$ cat config.mk
export PLATFORM = sky130hd
export DESIGN_NAME = fir_out_packer
export DESIGN_NICKNAME = d
export VERILOG_FILES = /design/src/rtl/fir_out_packer.sv
export SDC_FILE = /design/constraint.sdc
export NUM_CORES = 1
export LEC_CHECK = 0
export ABC_AREA = 1
export CAP_MARGIN = 25
export CORE_ASPECT_RATIO = 0.6
export CORE_MARGIN = 5
export CORE_UTILIZATION = 55
export CTS_BUF_LIST = sky130_fd_sc_hd__clkbuf_8
export DETAILED_ROUTE_END_ITERATION = 6
export PLACE_DENSITY = 0.8
export SYNTH_ARGS = -nofsm -noshare
export SYNTH_HDL_FRONTEND = slang
export SYNTH_SLANG_ARGS = --single-unit
$ cat constraint.sdc
create_clock -name clk -period 7.2 [get_ports clk]
set_input_delay 0.72 -clock clk [delete_from_list [all_inputs] [get_ports clk]]
set_output_delay 0.72 -clock clk [all_outputs]
set_load 0.01 [all_outputs]
$ cat src/rtl/fir_out_packer.sv
// fir_out_packer: packs LANES FIR output samples into one wide word
// with a byte-keep mask, end-of-frame flush and accepted-sample count.
module fir_out_packer #(
  parameter int DATA_W = 8,
  parameter int LANES  = 4,
  parameter int CNT_W  = 16
) (
  input  logic                      clk,
  input  logic                      rst,
  input  logic [DATA_W-1:0]         din_rsc_dat,
  input  logic                      din_rsc_vld,
  output logic                      din_rsc_rdy,
  input  logic                      flush,
  output logic [DATA_W*LANES-1:0]   dout_dat,
  output logic [LANES-1:0]          dout_keep,
  output logic                      dout_vld,
  input  logic                      dout_rdy,
  output logic [CNT_W-1:0]          sample_cnt
);

  localparam int LW = (LANES > 1) ? $clog2(LANES) : 1;
  localparam int WW = DATA_W * LANES;
  localparam logic [LW-1:0] LAST = LW'(LANES - 1);

  typedef enum logic {
    ACC,
    PEND
  } state_t;

  state_t            state, state_d;
  logic [LW-1:0]     lane, lane_d;
  logic [WW-1:0]     acc, acc_d, acc_w;
  logic [WW-1:0]     dat_d;
  logic [LANES-1:0]  keep_d, keep_m;
  logic              vld_d;
  logic              take, free, full;
  logic [LW:0]       fill;

  // Input handshake, accumulator write and filled-lane mask.
  always_comb begin
    free        = !dout_vld | dout_rdy;
    din_rsc_rdy = !rst && (state == ACC) && ((lane != LAST) || free);
    take        = din_rsc_vld & din_rsc_rdy;
    full        = take && (lane == LAST);
    fill        = {1'b0, lane} + {{LW{1'b0}}, take};
    acc_w       = acc;
    if (take)
      acc_w[lane*DATA_W +: DATA_W] = din_rsc_dat;
    keep_m = '0;
    for (int i = 0; i < LANES; i++)
      keep_m[i] = (i < int'(fill));
  end

  // Next state, lane, accumulator and output register contents.
  always_comb begin
    state_d = state;
    lane_d  = lane;
    acc_d   = acc;
    dat_d   = dout_dat;
    keep_d  = dout_keep;
    vld_d   = dout_vld & !dout_rdy;
    unique case (state)
      ACC: begin
        if (full) begin
          dat_d  = acc_w;
          keep_d = '1;
          vld_d  = 1'b1;
          lane_d = '0;
          acc_d  = '0;
        end else if (flush && (fill != '0)) begin
          if (free) begin
            dat_d  = acc_w;
            keep_d = keep_m;
            vld_d  = 1'b1;
            lane_d = '0;
            acc_d  = '0;
          end else begin
            state_d = PEND;
            acc_d   = acc_w;
            lane_d  = fill[LW-1:0];
          end
        end else if (take) begin
          acc_d  = acc_w;
          lane_d = lane + 1'b1;
        end
      end
      PEND: begin
        if (free) begin
          dat_d   = acc;
          keep_d  = keep_m;
          vld_d   = 1'b1;
          lane_d  = '0;
          acc_d   = '0;
          state_d = ACC;
        end
      end
      default: state_d = ACC;
    endcase
  end

  // State register.
  always_ff @(posedge clk or posedge rst) begin
    if (rst) state <= ACC;
    else     state <= state_d;
  end

  // Datapath registers and sample counter.
  always_ff @(posedge clk or posedge rst) begin
    if (rst) begin
      lane       <= '0;
      acc        <= '0;
      dout_dat   <= '0;
      dout_keep  <= '0;
      dout_vld   <= 1'b0;
      sample_cnt <= '0;
    end else begin
      lane      <= lane_d;
      acc       <= acc_d;
      dout_dat  <= dat_d;
      dout_keep <= keep_d;
      dout_vld  <= vld_d;
      if (take)
        sample_cnt <= sample_cnt + 1'b1;
    end
  end

endmodule

==> summary.txt, run 1 <==
Drt
  – DRT Wirelength: 11100 µm
  – Routed vias/inst: 5.21
  – DRC: 0
  – Post-DRT Antenna Nets: 0
  – First-pass DRT Iterations: 5
  – Iteration-0 DRC Markers: 366
  – Vias post-DR: 4065
  – WL per Instance: 14.2 µm

Synth
  – Share of the synthesized area in the top cell type: 47.2%
  – Yosys top cell by area: dfrtp_1
  – Top FF cell, synth: dfrtp_1
  – Number of synthesized flops with an enable pin: 0
  – Sequential area share after synthesis: 47.2%
  – Syn Inst Count: 601
  – Synthesized area: 0.00467 mm²
  – Async S/R FF share, synth: 100%
  – Mean area per synthesized cell: 7.77 µm²
  – Post-synth top cells: nand2_1, dfrtp_1, inv_1
  – Synth top area cells: dfrtp_1, nand2_1, o21ai_1
  – Net Count, Synth: 624
  – Count leader, synth: nand2_1
  – FF+latch count, synth: 88
  – Unique masters post-synth: 30
  – Synth warnings: 0

Clock tree
  – CTS tree: yes
  – Post-CTS Setup Inserts: 0
  – Max clock buf depth: 2
  – CTS Buf Count: 9
  – Post_cts resized: 0
  – CTS Hold Bufs: 0
  – CTS root buf: clkbuf_8
  – Clock sinks: 88
  – Clk slew on worst S/H paths: 0.08 ns
  – H-tree level count: 3
  – Skew-Pair Late Insertion Delay: 0.36 ns

Layout
  – Area growth syn-to-layout: 20.3%
  – Filler cells: 698
  – Diodes inserted: 0
  – Fin nets: 686
  – Share of layout cells above drive strength 1: 8.98%

STA
  – Final setup viols: 0
  – Setup TNS: 0 ns
  – PnR worst setup slack: 3.70 ns
  – Period utilization: 48.6%
  – Maximum clock rate: 286 MHz
  – Max Slew Vio Count: 0
  – RSZ-0062 raised after global routing: no
  – Final min period: 3.50 ns
  – Final count of hold timing violations: 0
  – Max-Slew Margin vs Limit: 51.8%
  – Clk_skew: 0.00831 ns
  – Least-Margin Pin Slew: 0.723 ns

Floorplan
  – Initial Utilization: 55.6%
  – Die area: 0.0105 mm²
  – Chip width: 129 µm
  – Die Ht: 81.4 µm
  – # IOs: 67
  – Placeable Area: 0.00839 mm²
  – Num rows: 26

Critical path
  – Top cell by count, worst path: nand2_1
  – WP data required: 7.50 ns
  – CP max stage delay: 0.48 ns
  – Worst path bufs/invs: 4
  – Crit start category: primary input
  – Largest delay contributor family on the critical path: buffers and inverters
  – Crit path DAT: 3.81 ns
  – Crit path kind: primary input to flop
  – Slowest-stage cell, CP: clkdlybuf4s50_1
  – Crit end category: flop
  – Critical-path cell list: clkdlybuf4s50_1 > nor2_4 > nand3_4 > inv_4 > ha_1 > ha_1 > inv_1 > nand2_1 > nand2_2 > nand3_2 > o21ai_2 > buf_4 > nand2_1 > nand2_1
  – CP Max Fanout: 19

Global routing
  – Initial antenna violation count: 0
  – First-pass GRT wire length: 19000 µm
  – Vias in the first global route: 3955
  – Congestion Overflow GR: 0
  – Total GRT Usage: 22.8%
  – Largest net degree at the start of global routing: 62

Placement
  – Port buffer count: 66
  – Dpl hpwl: 7910 µm
  – GP Congestion: 0.871
  – Dpl ws: 2.96 ns

Job
  – Max-cap violations: 0

Power and ir drop
  – LEAKAGE: 2.76 nW
  – Max IR drop VDD: 0.193 mV
  – Pwr dens: 394 mW/mm²

Status
  – Outcome: finished clean

Min path
  – Worst hold-check path type: flop to flop
[tightest hold or removal path: stages (launching register included)]
cell     delay (ns)
dfrtp_1        0.35
nand2_1        0.06
o21ai_2        0.05
[flip-flops by register name (all words and copies together), names as in the netlist]
name,flops
acc,32
dout_dat,32
dout_keep,4
dout_vld,1
lane,2
sample_cnt,16
state,1
[cell type report]
class                           count  area (µm²)  area share [%]
Inverter                           58         224            3.99
Clock inverter                      4        51.3           0.913
Tap cell                          112         140            2.49
Clock buffer                       12         165            2.94
Timing Repair Buffer               70         723            12.9
Multi-Input combinational cell    436        2110            37.6
Sequential cell                    88        2200            39.2
[final timing paths]
| check | startpoint | endpoint | slack (ns) | depth (start not counted) |
|---|---|---|---|---|
| max | rst | acc[0] | 3.70 | 14 |
| min | acc[22] | acc[22] | 0.49 | 2 |
| max reg2reg | lane[0] | acc[0] | 3.70 | 14 |
| min reg2reg | acc[22] | acc[22] | 0.49 | 2 |
| max in group asynchronous | rst | sample_cnt[2] | 5.75 | 4 |
| min in group asynchronous | rst | dout_vld | 0.83 | 3 |
[metal layers]
metal / wire (µm) / vias up / global-route usage (%) / part of all wire [%]
li1: - / 2006 / - / -
met1: 5280 / 1913 / 31.4 / 47
met2: 4960 / 130 / 36.2 / 45
met3: 730 / 16 / 5.58 / 6.6
met4: 144 / 0 / 6.81 / 1.3
met5: 0 / - / 0 / 0
[metrics by stage]
stage	util [%]	cell area [µm²]	total power (W)	hold WS [ns]	instances
floorplan	-	4670	0.00147	0.453	601
global placement	63.8	5350	0.00179	0.464	762
detailed placement	64.1	5380	0.00184	0.469	763
CTS	66.7	5600	0.00221	0.490	779
global route	66.9	5620	0.00239	0.515	780
finish	66.9	5620	0.00221	0.487	780
[where the power goes]
group	switching, W	total [W]	leakage [nW]	internal [W]
combinational	0.000627	0.00104	1.46	0.000418
sequential	0.000134	0.000805	1.19	0.000672
clock	0.000174	0.000363	0.109	0.000189
[logic make-up (layout without fill, tap and decap cells)]
family | Yosys count | after routing | share of synthesized area [%]
AOI/OAI and AO/OA | 76 | 76 | 9.41
and+or+nand+nor | 342 | 342 | 31.6
xor gates and xnor gates | 8 | 8 | 1.50
adders and majority gates | 10 | 10 | 2.68
DFF | 88 | 88 | 47.2
buffers and inverters | 77 | 144 | 7.61
[cells in the final DEF, fill, tap and decap left out, drive strengths merged]
cell type	netlist	layout
o2111ai	1	1
nand2	244	244
nand4	4	4
nand3	32	32
inv	57	56
clkbuf	2	12
ha	10	10
nand3b	3	3
bufinv	0	1
xnor2	2	2
nor3	2	2
nor2	56	56
clkinvlp	0	1
xor2	6	6
or2	1	1
buf	17	4
a21boi	1	1
clkdlybuf4s50	0	66
dfrtp	88	88
clkinv	1	4
o21ai	74	74
Power figures use the tool's default switching activity.
==> run 2: changes to the inputs <==
==> constraint.sdc (replaced) <==
create_clock -name clk -period 3.3 [get_ports clk]
set_input_delay 0.33 -clock clk [delete_from_list [all_inputs] [get_ports clk]]
set_output_delay 0.33 -clock clk [all_outputs]
set_load 0.01 [all_outputs]
==> run 2 against run 1 <==
Effect of this change: sequential power rose by 120%; die area did not move; setup slack lost 3.4 ns; via count is the same; wire length shrank 0.43%; worst hold slack worse by 0.0010 ns; register-to-register slack got worse by 3.4 ns; critical path depth is 2 higher; critical path type is now flop to flop; largest power group unchanged; highest routed layer unchanged.
==> summary.txt, run 2 (same netlist as run 1, synthesis figures left out) <==
Status
  – Outcome: finished clean

Global routing
  – Largest net degree at the start of global routing: 52 (-16%)
  – Total GRT Usage: 23.0% (+0.18 points)
  – First-pass GRT wire length: 19000 µm (+0.22%)
  – Initial antenna violation count: 0 (unchanged)
  – Vias in the first global route: 4028 (+1.8%)
  – Congestion Overflow GR: 0 (unchanged)

Critical path
  – Reg-to-Reg End: dout_dat[27]
  – Crit path DAT: 3.30 ns (-0.51 ns)
  – WP data required: 3.59 ns (-3.91 ns)
  – R2r worst-path depth: 16 (+2)
  – Worst r2r src: lane[1]
  – Crit start category: flop
  – Crit end category: flop
  – Worst R2R Setup Slack: 0.29 ns (-3.41 ns)
  – Crit path kind: flop to flop
  – CP Max Fanout: 51 (+32)

Clock tree
  – CTS root buf: clkbuf_8
  – H-tree level count: 3 (unchanged)
  – CTS tree: yes
  – Clk slew on worst S/H paths: 0.09 ns (about the same)
  – Post_cts resized: 0 (unchanged)
  – Clock sinks: 88 (unchanged)
  – Skew-Pair Late Insertion Delay: 0.37 ns (about the same)
  – Max clock buf depth: 2 (unchanged)
  – CTS Buf Count: 9 (unchanged)
  – CTS Hold Bufs: 0 (unchanged)
  – Post-CTS Setup Inserts: 0 (unchanged)

Drt
  – Vias post-DR: 4065 (unchanged)
  – DRT Wirelength: 11100 µm (-0.43%)
  – First-pass DRT Iterations: 5 (unchanged)
  – Iteration-0 DRC Markers: 374 (+2.2%)
  – WL per Instance: 14.1 µm (-0.69%)
  – DRC: 0 (unchanged)
  – Post-DRT Antenna Nets: 0 (unchanged)
  – Routed vias/inst: 5.20 (-0.26%)

Layout
  – Fin nets: 689 (+0.44%)
  – Leading cell types in the layout, fill and taps excluded: nand2_1, dfrtp_1, clkdlybuf4s50_1, inv_1, nor2_1
  – Share of layout cells above drive strength 1: 8.81% (-0.18 points)
  – Biggest regs: acc: 32 flops, dout_dat: 32 flops, sample_cnt: 16 flops
  – Diodes inserted: 0 (unchanged)
  – Most common cell after layout, fill and taps aside: nand2_1
  – Area growth syn-to-layout: 19.6%
  – Fin cells: 782 (+0.26%)

STA
  – Setup TNS: 0 ns (unchanged)
  – Clk_skew: 0.0124 ns (+0.00409 ns)
  – Least-Margin Pin Slew: 0.776 ns (+0.0534 ns)
  – Max-Slew Margin vs Limit: 48.2% (-3.6 points)
  – Final count of hold timing violations: 0 (unchanged)
  – Final setup viols: 0 (unchanged)
  – RSZ-0062 raised after global routing: no
  – Max Slew Vio Count: 0 (unchanged)
  – Maximum clock rate: 332 MHz
  – Final min period: 3.01 ns
  – Period utilization: 91.3%

Placement
  – GP Congestion: 0.853 (-2.1%)
  – Dpl hpwl: 8100 µm (+2.3%)
  – Port buffer count: 66 (unchanged)
  – Dpl cells: 767 (+0.52%)

Power and ir drop
  – LEAKAGE: 2.75 nW (-0.29%)
  – Power Total: 0.00470 W (+110%)
  – Pwr dens: 841 mW/mm² (+110%)
  – Max IR drop VDD: 0.378 mV (+96%)

Floorplan
  – # IOs: 67 (unchanged)
  – Num rows: 26 (unchanged)
  – Placeable Area: 0.00839 mm² (unchanged)
  – Initial Utilization: 55.6% (unchanged)
  – Chip width: 129 µm (unchanged)
  – Die Ht: 81.4 µm (unchanged)
  – Die area: 0.0105 mm² (unchanged)

Min path
  – Worst hold-check path type: primary input to async pin

Job
  – Max-cap violations: 0 (unchanged)
run 2: area by class of cell:
cell class	instances	area, µm²
multi-input cells	436	2110
inverters	58	224
fillers	704	2810
clock buffers	9	124
well taps	112	140
repair buffers	73	751
flip-flops and latches	88	2200
clock inverters	6	31.3
run 2: where the power goes:
group	switching [W]	internal (W)	leakage (nW)	total, W
clock	0.000375	0.000260	0.0849	0.000635
sequential	0.000271	0.00147	1.19	0.00174
combinational	0.00139	0.000940	1.47	0.00233
total	0.00203	0.00267	2.75	0.00470
run 2: critical path: stages (launching register included):
cell and delay [ns]:
dfrtp_1 0.45, ha_1 0.29, nand3_4 0.17, nand3_4 0.09, inv_4 0.18, ha_1 0.21
ha_1 0.24, inv_1 0.08, nand2_1 0.09, nand2_2 0.13, nand2_2 0.12, inv_2 0.10
nand2_1 0.08, nand2_2 0.23, buf_12 0.28, nand2_1 0.10, o21ai_1 0.09
run 2: metrics by stage:
step,worst slack [ns],area [µm²],util [%],hold slack [ns]
after global placement,0.447,5430,64.7,0.465
after global routing,0.0903,5580,66.5,0.520
after CTS,0.329,5580,66.5,0.488
final,0.286,5580,66.5,0.486
after floorplan,0.691,4670,-,0.453
after detailed placement,0.278,5430,64.7,0.466
run 2: worst max path at each step:
stage | startpoint | to | slack (ns) | cells past startpoint
after global placement | dout_rdy | dout_dat[11] | 0.45 | 16
after global routing | lane[1] | dout_dat[30] | 0.09 | 16
after CTS | lane[1] | dout_dat[27] | 0.33 | 16
final | lane[1] | dout_dat[27] | 0.29 | 16
after detailed placement | rst | dout_dat[27] | 0.28 | 16
after floorplan | rst | acc[0] | 0.69 | 1
run 2: routing by layer:
metal / vias to the layer above / part of all wire [%] / wire, µm / track usage, %
met4: 0 / 1.0 / 113 / 6.18
met3: 13 / 6.1 / 671 / 5.52
li1: 2004 / - / - / -
met2: 117 / 45 / 4980 / 36.9
met1: 1931 / 48 / 5290 / 31.6
met5: - / 0 / 0 / 0
==> run 3: changes to the inputs <==
--- a/config.mk
+++ b/config.mk
@@ -9,10 +9,10 @@
 export CAP_MARGIN = 25
 export CORE_ASPECT_RATIO = 0.6
 export CORE_MARGIN = 5
-export CORE_UTILIZATION = 55
+export CORE_UTILIZATION = 51
 export CTS_BUF_LIST = sky130_fd_sc_hd__clkbuf_8
 export DETAILED_ROUTE_END_ITERATION = 6
-export PLACE_DENSITY = 0.8
+export PLACE_DENSITY = 0.78
 export SYNTH_ARGS = -nofsm -noshare
 export SYNTH_HDL_FRONTEND = slang
 export SYNTH_SLANG_ARGS = --single-unit
==> constraint.sdc (replaced) <==
create_clock -name clk -period 2.47 [get_ports clk]
set_input_delay 0.247 -clock clk [delete_from_list [all_inputs] [get_ports clk]]
set_output_delay 0.247 -clock clk [all_outputs]
set_load 0.01 [all_outputs]
==> run 3 against run 2 <==
Effect of this change: critical path depth rose by 1; clock-buffer cell count rose by 3; setup slack worse by 0.088 ns; clock skew decreased by 0.0023 ns; sequential share of layout area down 1.4 points; largest power group unchanged.
==> summary.txt, run 3 (same netlist as run 1, synthesis figures left out) <==
Status
  – Outcome: finished clean

Placement
  – Dpl cells: 783 (+2.1%)
  – Port buffer count: 66 (unchanged)
  – DP Area: 0.00559 mm² (+3.0%)
  – GP Congestion: 0.924 (+8.3%)
  – Dpl hpwl: 8010 µm (-1.1%)

Drt
  – Post-DRT Antenna Nets: 0 (unchanged)
  – DRT Wirelength: 10900 µm (-1.1%)
  – First-pass DRT Iterations: 5 (unchanged)
  – WL per Instance: 13.7 µm (-3.3%)
  – Routed vias/inst: 5.10 (-1.9%)
  – Iteration-0 DRC Markers: 278 (-26%)
  – Vias post-DR: 4076 (+0.27%)
  – DRC: 0 (unchanged)

Layout
  – Share of layout cells above drive strength 1: 11.3% (+2.5 points)
  – Fin cells: 799 (+2.2%)
  – Leading cell types in the layout, fill and taps excluded: nand2_1, dfrtp_1, clkdlybuf4s50_1, inv_1, nor2_1
  – Most common cell after layout, fill and taps aside: nand2_1
  – Area growth syn-to-layout: 24.0%
  – Filler cells: 734 (+4.3%)
  – Diodes inserted: 0 (unchanged)
  – Fin nets: 701 (+1.7%)
  – Post-route cell area: 0.00579 mm² (+3.7%)
  – Biggest regs: acc: 32 flops, dout_dat: 32 flops, sample_cnt: 16 flops

Floorplan
  – Die Ht: 84.1 µm (+3.4%)
  – Die area: 0.0112 mm² (+7.0%)
  – Chip width: 134 µm (+3.5%)
  – Initial Utilization: 51.6% (-4.1 points)
  – Placeable Area: 0.00905 mm² (+7.9%)
  – Num rows: 27 (+3.8%)
  – # IOs: 67 (unchanged)

Clock tree
  – Max clock buf depth: 2 (unchanged)
  – Post-CTS Setup Inserts: 0 (unchanged)
  – Post_cts resized: 0 (unchanged)
  – CTS root buf: clkbuf_8
  – CTS Buf Count: 9 (unchanged)
  – CTS tree: yes
  – H-tree level count: 3 (unchanged)
  – CTS Hold Bufs: 0 (unchanged)
  – Clk slew on worst S/H paths: 0.09 ns (about the same)
  – Clock sinks: 88 (unchanged)
  – Skew-Pair Late Insertion Delay: 0.36 ns (about the same)

Critical path
  – Slowest-stage cell, CP: dfrtp_1
  – Critical Path Source: lane[1]
  – Worst path bufs/invs: 5 (+1)
  – Crit path kind: flop to flop
  – Crit path DAT: 2.52 ns (-0.78 ns)
  – Largest delay contributor family on the critical path: simple AND/OR/NAND/NOR gates
  – CP max stage delay: 0.39 ns (-0.06 ns)
  – Crit start category: flop
  – WP data required: 2.72 ns (-0.87 ns)
  – Worst r2r src: lane[1]
  – Top cell by count, worst path: nand2_1
  – Critical-path cell list: ha_4 > nand3_4 > nand3_4 > inv_4 > ha_1 > ha_1 > inv_1 > nand2_1 > nand2_2 > nand2_2 > inv_2 > nand2_1 > nand2_2 > buf_12 > inv_4 > nand2_1 > nand2_1
  – CP Max Fanout: 21 (-59%)
  – Crit end category: flop

Min path
  – Worst hold-check path type: primary input to async pin

Global routing
  – Total GRT Usage: 20.2% (-2.8 points)
  – Congestion Overflow GR: 0 (unchanged)
  – First-pass GRT wire length: 18400 µm (-3.5%)
  – Largest net degree at the start of global routing: 89 (+71%)
  – Vias in the first global route: 3769 (-6.4%)
  – Initial antenna violation count: 0 (unchanged)

STA
  – Period utilization: 92.0% (+0.64 points)
  – RSZ-0062 raised after global routing: no
  – Least-Margin Pin Slew: 0.492 ns (-0.284 ns)
  – Max Slew Vio Count: 0 (unchanged)
  – Final count of hold timing violations: 0 (unchanged)
  – Final min period: 2.27 ns (-0.742 ns)
  – Setup TNS: 0 ns (unchanged)
  – Maximum clock rate: 440 MHz (+33%)
  – Final setup viols: 0 (unchanged)
  – Clk_skew: 0.0101 ns (-0.00226 ns)
  – Worst hold margin: 0.426 ns (-0.0597 ns)
  – Max-Slew Margin vs Limit: 67.2% (+19 points)

Power and ir drop
  – Switch share: 41.8% (-1.5 points)
  – Max IR drop VDD: 0.535 mV (+42%)
  – Int Power: 0.00387 W (+45%)
  – Gate power share: 50.5% (+1.0 points)
  – Sw Pwr: 0.00278 W (+37%)
  – Clk pwr share: 14.7% (+1.2 points)
  – Pwr dens: 1150 mW/mm² (+36%)
  – Power share of the sequential group: 34.8% (-2.2 points)
  – LEAKAGE: 2.83 nW (+3.1%)

Job
  – Max-cap violations: 0 (unchanged)
[run 3: metrics by stage]
step | setup WS (ns) | power, W | utilization (%)
4_1_cts | 0.183 | 0.00667 | 64.0
2_1_floorplan | 0.0108 | 0.00428 | -
3_3_place_gp | 0.0227 | 0.00555 | 61.7
5_1_grt | 0.00743 | 0.00716 | 64.0
6_report | 0.198 | 0.00665 | 64.0
3_5_place_dp | -0.0727 | 0.00567 | 61.7
[run 3: routing by layer]
layer,vias to the layer above,track usage (%),wire [µm]
met5,-,0,0
met4,0,5.42,159
met3,16,5.36,635
met2,123,30.0,4760
met1,1899,29.4,5380
li1,2038,-,-
[run 3: power groups by stage]
stage | Clock, W | Combinational, W | Sequential, W
after floorplan | 0 | 0.00185 | 0.00244
after global placement | 0 | 0.00324 | 0.00231
after detailed placement | 0 | 0.00333 | 0.00233
after CTS | 0.00100 | 0.00336 | 0.00231
after global routing | 0.00107 | 0.00371 | 0.00238
final | 0.000979 | 0.00335 | 0.00231
[run 3: final timing paths]
path / depth (start not counted) / slack, ns / endpoint
worst max-delay path: 17 / 0.20 / dout_dat[5]
worst min-delay path: 3 / 0.43 / dout_keep[1]
worst max register to register: 17 / 0.20 / dout_dat[5]
worst min register to register: 2 / 0.49 / dout_keep[3]
max in group asynchronous: 3 / 1.62 / lane[0]
min in group clk: 2 / 0.49 / dout_keep[3]
[run 3: worst min-delay path: stages]
cell             delay (ns)
clkdlybuf4s50_1        0.51
clkinvlp_4             0.13
buf_12                 0.34
[run 3: layout make-up]
| class | count | area (µm²) | area share (%) |
|---|---|---|---|
| clock buffer | 12 | 165 | 2.85 |
| sequential | 88 | 2200 | 38.0 |
| inverter | 58 | 226 | 3.91 |
| clock inverter | 4 | 36.3 | 0.626 |
| tap | 116 | 145 | 2.51 |
| multi-input combinational | 436 | 2120 | 36.7 |
| timing repair buffer | 85 | 891 | 15.4 |
